`src/rtl/sigframer.sv`:
```
// Antenna-sample framer: turns raw strobes into whole COUNT-sample blocks,
// with block-aligned start/stop and built-in test-pattern sources.
module sigframer #(
  parameter int               WIDTH = 32,
  parameter int               CBITS = 4,
  parameter int               COUNT = 15,
  parameter int               NBITS = 16,
  parameter logic [WIDTH-1:0] POLY  = 32'h0040_0007,
  parameter logic [WIDTH-1:0] SEED  = 32'h0000_0001
) (
  input  logic             sig_clk,
  input  logic             reset_n,
  input  logic             enable_i,
  input  logic [1:0]       mode_i,
  input  logic             strobe_i,
  input  logic [WIDTH-1:0] idata_i,
  input  logic [WIDTH-1:0] qdata_i,
  output logic             valid_o,
  output logic             first_o,
  output logic             last_o,
  output logic [WIDTH-1:0] idata_o,
  output logic [WIDTH-1:0] qdata_o,
  output logic             busy_o,
  output logic [NBITS-1:0] blocks_o
);

  typedef enum logic [1:0] {
    IDLE = 2'd0,
    RUN  = 2'd1,
    STOP = 2'd2
  } state_t;

  localparam logic [CBITS-1:0] CLAST = CBITS'(COUNT - 1);

  state_t           state;
  state_t           state_nx;
  logic [CBITS-1:0] cnt;
  logic [1:0]       mode_q;
  logic [1:0]       mode_sel;
  logic [WIDTH-1:0] pcnt;
  logic [WIDTH-1:0] lfsr;
  logic [WIDTH-1:0] lfsr_nx;
  logic [WIDTH-1:0] src_i;
  logic [WIDTH-1:0] src_q;
  logic             acc;
  logic             is_first;
  logic             is_last;
  logic             start;

  assign acc      = strobe_i && (state != IDLE);
  assign is_first = (cnt == '0);
  assign is_last  = (cnt == CLAST);
  assign start    = (state == IDLE) && enable_i;
  // Sample 0 uses the live mode input; the rest of the block uses the latch.
  assign mode_sel = is_first ? mode_i : mode_q;
  assign lfsr_nx  = {lfsr[WIDTH-2:0], 1'b0}
                  ^ (lfsr[WIDTH-1] ? POLY : '0);

  always_ff @(posedge sig_clk) begin
    if (!reset_n) state <= IDLE;
    else          state <= state_nx;
  end

  always_comb begin
    state_nx = state;
    unique case (state)
      IDLE: if (enable_i) state_nx = RUN;
      RUN: begin
        if (!enable_i)
          state_nx = (acc && is_last) ? IDLE : STOP;
      end
      STOP: begin
        if (enable_i)               state_nx = RUN;
        else if (acc && is_last)    state_nx = IDLE;
      end
      default: state_nx = IDLE;
    endcase
  end

  always_comb begin
    busy_o = (state != IDLE);
  end

  always_comb begin
    src_i = idata_i;
    src_q = qdata_i;
    unique case (mode_sel)
      2'd0: begin src_i = idata_i; src_q = qdata_i; end
      2'd1: begin src_i = '0;      src_q = '0;      end
      2'd2: begin src_i = pcnt;    src_q = ~pcnt;   end
      2'd3: begin src_i = lfsr;    src_q = ~lfsr;   end
      default: ;
    endcase
  end

  always_ff @(posedge sig_clk) begin
    if (!reset_n) begin
      cnt    <= '0;
      mode_q <= 2'd0;
      pcnt   <= '0;
      lfsr   <= SEED;
    end else if (start) begin
      cnt  <= '0;
      pcnt <= '0;
      lfsr <= SEED;
    end else if (state == IDLE) begin
      cnt <= '0;
    end else if (acc) begin
      cnt  <= is_last ? '0 : cnt + 1'b1;
      pcnt <= pcnt + 1'b1;
      lfsr <= lfsr_nx;
      if (is_first) mode_q <= mode_i;
    end
  end

  always_ff @(posedge sig_clk) begin
    if (!reset_n) begin
      valid_o  <= 1'b0;
      first_o  <= 1'b0;
      last_o   <= 1'b0;
      idata_o  <= '0;
      qdata_o  <= '0;
      blocks_o <= '0;
    end else begin
      valid_o <= acc;
      first_o <= acc && is_first;
      last_o  <= acc && is_last;
      if (acc) begin
        idata_o <= src_i;
        qdata_o <= src_q;
      end
      if (acc && is_last && (blocks_o != '1))
        blocks_o <= blocks_o + 1'b1;
    end
  end

endmodule

```
`config.mk`:
```
export PLATFORM = sky130hd
export DESIGN_NAME = sigframer
export DESIGN_NICKNAME = d
export VERILOG_FILES = /design/src/rtl/sigframer.sv
export SDC_FILE = /design/constraint.sdc
export NUM_CORES = 1
export LEC_CHECK = 0
export ABC_AREA = 1
export CAP_MARGIN = 20
export CORE_MARGIN = 5
export CORE_UTILIZATION = 45
export CTS_BUF_LIST = sky130_fd_sc_hd__clkbuf_8
export CTS_CLUSTER_DIAMETER = 120
export DETAILED_ROUTE_END_ITERATION = 8
export DONT_BUFFER_PORTS = 1
export PLACE_DENSITY = 0.6
export SLEW_MARGIN = 0
export SYNTH_ARGS = -nofsm -noshare
export SYNTH_HDL_FRONTEND = slang
export SYNTH_SLANG_ARGS = --single-unit
```
`constraint.sdc`:
```
create_clock -name sig_clk -period 1.55 [get_ports sig_clk]
set_input_delay 0.31 -clock sig_clk [delete_from_list [all_inputs] [get_ports sig_clk]]
set_output_delay 0.31 -clock sig_clk [all_outputs]
set_load 0.01 [all_outputs]
```
Word-level counts from Yosys, hierarchy flattened
Index checks and enable logic that the tools add are counted.

storage, ports and cells
  bits of input ports = 70
  word-level logic and storage cells = 55
  register bits = 155

operators by class
  equal/unequal tests = 10
  $add $sub $neg = 3
  multiplexer cells = 11
  bitwise gates (word level) = 6
  reduce and logical (&&, ||, !) cells = 14

operator list
  kind                     number
  $pmux W32 S4             2
  $not A32 Y32             2
  $add A32 B1 Y32 const B  1
  $xor A32 B23 Y32         1
  $mux W23                 1
  $add A16 B1 Y16 const B  1
  $ne A16 B16 Y1 const B   1
  $mux W2                  6
  $eq A2 B2 Y1 const B     3
  $pmux W2 S3              1
  $reduce_and A3 Y1        2
  $logic_and A1 B1 Y1      5
  $add A4 B1 Y4 const B    1
  $eq A2 B1 Y1 const B     2
  $eq A4 B4 Y1 const B     1
  $logic_not A2 Y1         2
  $logic_not A4 Y1         1
  $mux W4                  1
  $ne A2 B2 Y1 const B     2
  $ne A3 B3 Y1 const B     1
  $not A1 Y1               3
  $reduce_or A3 Y1         1
  $reduce_and A2 Y1        1
  $reduce_bool A2 Y1       1
  $reduce_or A2 Y1         1

Logic depth before layout (Yosys ltp)
  depth after elaboration = 6
  mapped depth = 10

Least setup slack after synthesis
Ideal clock, no wire load.

  path type = reg2reg
  from = register blocks_o[1]
  to = register blocks_o[12]
  buffers on the path = 1
  setup time = 0.132 ns
  cell stages (with the launch flop) = 10
  setup slack = 0.011 ns
  data arrival time = 1.406 ns
  path through = dfxtp_1 -> ha_1 -> nand3_1 -> nor3_1 -> nand2_1 -> nand2_2 -> inv_2 -> buf_2 -> nand2_1 -> a21oi_1

on the way
  longest elaborated chain between the ends = 2

ends and longest elaborated chain
  item                                                     line  source
  from (decl)                                              24    output logic [NBITS-1:0] blocks_o
  from (signal assigned)                                   133   blocks_o <= blocks_o + 1'b1;
  branches (longest 2 deep; another with $add A16 B1 Y16)  n/a

Parallel ways; which one is timed is not known.
A chain may end at the register's enable or synchronous reset.

Worst setup path after layout
  from = register cnt[1]
  to = register qdata_o[29]

on the way
  longest elaborated chain between the ends = 4

ends and longest elaborated chain
  item                                  line  source
  from (decl)                           37    logic [CBITS-1:0] cnt;
  from (signal assigned)                109   cnt <= is_last ? '0 : cnt + 1'b1;
  $logic_not A4 Y1 (*)                  51    assign is_first = (cnt == '0);
  $mux W2 (*)                           n/a
  $eq A2 B2 Y1 (tied with other cells)  87    unique case (mode_sel)
  $pmux W32 S4 (*)                      87
  to (signal assigned)                  130   qdata_o <= src_q;
  to (decl)                             22    output logic [WIDTH-1:0] qdata_o,

Every way passes the cells marked *; elsewhere a longest branch is shown, timed or not.

==> flow_metrics.py <==
metrics = {
    "synth": {
        "synth_edf_count": 0,
        "avgSynthCellArea_sq_um": 6.40,
        "ys.flop_type": "dfxtp_1",
        "ys_types": 38,
        "ys_ff_latch": 155,
        "synthArstFlopShare_pct": 0,
        "ys.warnings.count": 0,
        "ys_seq_area_share_pct": 38.5,
        "syn_inst": 1259,
        "syn_area_sq_mm": 0.00806,
        "syn_nets": 1331,
    },
    "setup_path": {
        "arrival_ns": 2.13,
        "required_ns": 1.96,
        "cp_max_fo": 7,
        "crit_chain": "nor2_4 -> nand3_4 -> buf_6 -> o21ai_4 -> buf_12 -> buf_16 -> buf_12 -> nand3_1 -> nand2_2 -> nor2_2 -> nor2_1",
        "path_class": "reg2reg",
        "end_kind": "flip-flop",
        "crit_slowest_cell": "dfxtp_2",
        "cp_common_cell": "buf_12",
        "start_kind": "flip-flop",
        "cp_slowest_stage_delay_ns": 0.34,
    },
    "sta": {
        "clock.fmax_mhz": 581,
        "setup_viol": 65,
        "setup_tns_ns": -7.33,
        "finalCriticalPeriod_ns": 1.72,
        "holdWs_ns": -0.0110,
        "grt_setup_unrepaired": "yes",
        "post-route-period-util_pct": 111,
        "worstMarginPinSlew_ns": 0.584,
        "final-max-slew-violation-count": 0,
        "finalHoldViolations": 4,
        "setup_ws_ns": -0.172,
        "clock_skew_ns": 0.00932,
        "slew_headroom_pct": 60.9,
    },
    "global_routing": {
        "grt_usage_pct": 26.6,
        "grt_start_max_net_pins": 70,
        "grt-ovfl-total": 0,
        "antenna_found_initial": 2,
        "grt_pass1_wl_mm": 42.7,
        "grt_pass1_vias": 7820,
    },
    "finish": {
        "diodes": 0,
        "drive_gt1_share_pct": 24.7,
        "nets": 1423,
        "syn_to_final_growth_pct": 33.4,
        "fill_cells": 1670,
        "final_area_sq_mm": 0.0107,
    },
    "pwr": {
        "p_comb_share_pct": 18.9,
        "power.density_mw_per_mm2": 844,
        "swShare_pct": 30.8,
        "p_leak_nw": 4.29,
        "intPower_mw": 6.27,
        "ir_drop_uv": 557,
        "seq_power_share_pct": 46.8,
        "pwr-share-clk_pct": 34.3,
        "switchingPower_mw": 2.80,
    },
    "die": {
        "coreArea_sq_mm": 0.0178,
        "start_util_pct": 45.3,
        "rows": 49,
        "die_w_um": 144,
        "dieArea_sq_mm": 0.0207,
        "dieHeight_um": 144,
        "io_pins": 154,
    },
    "placement": {
        "io_buffers": 0,
        "dpl-instance-area_sq_mm": 0.00893,
        "place_congestion": 0.892,
        "dp_hpwl_mm": 19.3,
    },
    "clock_network": {
        "clk_path_buf_depth": 2,
        "cts_tree": "built",
        "clock-sinks": 155,
        "clock_latency_ns": 0.46,
        "clk_pin_slew_worst_paths_ns": 0.09,
        "root_buffer": "clkbuf_8",
        "htreeDepth": 4,
        "numCtsBuffers": 17,
    },
    "outcome": {
        "violations": "hold timing, setup timing",
        "status": "complete, but fails checks",
    },
    "drt": {
        "dr_total_vias": 8841,
        "vias_per_cell": 5.55,
        "drt-wirelength-per-cell_um": 19.1,
        "ant_nets": 0,
        "dr.pass1.iters": 4,
        "drc": 0,
        "wl_mm": 30.5,
        "drtIter0Drc": 746,
    },
    "hold_path": {
        "hold_class": "in2reg",
    },
    "flow_run": {
        "cap_viol_max_count": 0,
    },
}
-- state kept, by name (all words and copies together), names as in the netlist --
| name | cells |
|---|---|
| blocks_o | 16 |
| cnt | 4 |
| first_o | 1 |
| idata_o | 32 |
| last_o | 1 |
| lfsr | 32 |
| mode_q | 2 |
| pcnt | 32 |
| qdata_o | 32 |
| state | 2 |
| valid_o | 1 |
-- through the flow --
step	utilization, %	setup slack (ns)	power (mW)	cells
floorplan	-	0.0114	5.02	1259
global placement	50.2	-0.313	5.42	1507
detailed placement	50.2	-0.347	5.43	1507
CTS	54.9	-0.147	8.72	1558
global route	60.5	-0.234	9.40	1592
finish	60.5	-0.172	9.07	1592
-- layer usage --
layer,GRT usage (%),vias to the layer above,routed length [um]
met5,0,-,27
met4,10.1,4,1250
met3,6.32,71,2340
met2,42.5,321,14000
met1,34.9,4187,12900
li1,-,4258,-
-- worst paths after layout --
kind | startpoint | slack [ns] | end | depth (start not counted)
max | cnt[1]$_SDFFE_PP0P_ | -0.17 | qdata_o[29]$_SDFFE_PN0P_ | 11
min | reset_n | -0.01 | qdata_o[1]$_SDFFE_PN0P_ | 2
max reg2reg | cnt[1]$_SDFFE_PP0P_ | -0.17 | qdata_o[29]$_SDFFE_PN0P_ | 11
min reg2reg | pcnt[31]$_SDFFE_PP0P_ | 0.49 | pcnt[31]$_SDFFE_PP0P_ | 2
-- cells by family (layout without fill, tap and decap cells) --
kind of cell    Yosys count  in the layout  synth area share (%)
fa+ha+maj                 2              2                 0.311
flops                   155            155                  38.5
simple gates            768            771                  40.6
buf+inv                 147            248                  7.70
xor+xnor                 16             16                  1.74
compound gates          171            171                  11.1
-- cells in the final DEF (no fill, tap or decap), types with 5 or more instances in the layout --
master	Yosys	final
nand2_1	397	340
nor2_1	172	152
dfxtp_1	155	139
nand3_1	126	94
buf_4	8	76
inv_1	71	68
o21ai_0	82	67
a21oi_1	65	65
nand2_2	2	50
nand3_2	1	31
nand3b_1	28	28
buf_12	0	25
buf_6	0	20
o21ai_1	13	17
clkbuf_8	0	17
nor2_2	3	16
dfxtp_2	0	16
nor3_1	14	14
nand4_1	13	13
nor2_4	3	13
o21ai_2	2	12
xor2_1	10	10
clkbuf_16	0	10
nand2_4	0	9
xnor2_1	6	6
clkinv_4	0	5
buf_16	0	5
-- critical path, delay by kind of cell (launching register included) --
family / cells / cell delay (ns)
DFF: 1 / 0.34
and+or+nand+nor: 6 / 0.54
AOI/OAI and AO/OA: 1 / 0.17
buffers and inverters: 4 / 0.60
-- synth_stat cells, drive strengths merged, types with 4 or more instances --
cell / count / share of area [%]
xor2: 10 / 1.1
xnor2: 6 / 0.65
nand3b: 28 / 2.6
clkbuf: 30 / 1.4
buf: 43 / 2.8
nand2: 399 / 19
o21ai: 98 / 6.3
or2: 4 / 0.31
a21oi: 65 / 4.0
inv: 74 / 3.4
nand4: 13 / 1.0
nor2: 178 / 8.7
nand3: 128 / 8.2
dfxtp: 155 / 39
nor3: 14 / 0.87
-- power by group through the flow --
stage / clock network, mW / logic, mW / registers [mW]
6_report: 3.11 / 1.71 / 4.24
4_1_cts: 3.15 / 1.32 / 4.24
3_5_place_dp: 0 / 1.09 / 4.33
2_1_floorplan: 0 / 0.715 / 4.30
5_1_grt: 3.33 / 1.81 / 4.26
3_3_place_gp: 0 / 1.09 / 4.34
-- area by class of cell --
class | instances | area [sq um] | area share [%]
multi-input cells | 960 | 4900 | 45.6
clock inverters | 14 | 149 | 1.39
well taps | 229 | 287 | 2.67
repair buffers | 142 | 1760 | 16.4
inverters | 74 | 290 | 2.70
clock buffers | 17 | 234 | 2.18
repair inverters | 1 | 5.00 | 0.0466
flip-flops and latches | 155 | 3120 | 29.1
-- timing repair --
item                                    CTS  global route
resized for setup                        74           153
pin swaps                                 9            66
hold buffers                              1             3
endpoints found under the setup margin   76            99
setup buffers                            13            20
endpoints found under the hold margin    67            53
cloned                                    6            12
Note: power is estimated with default switching activity, not from simulation.
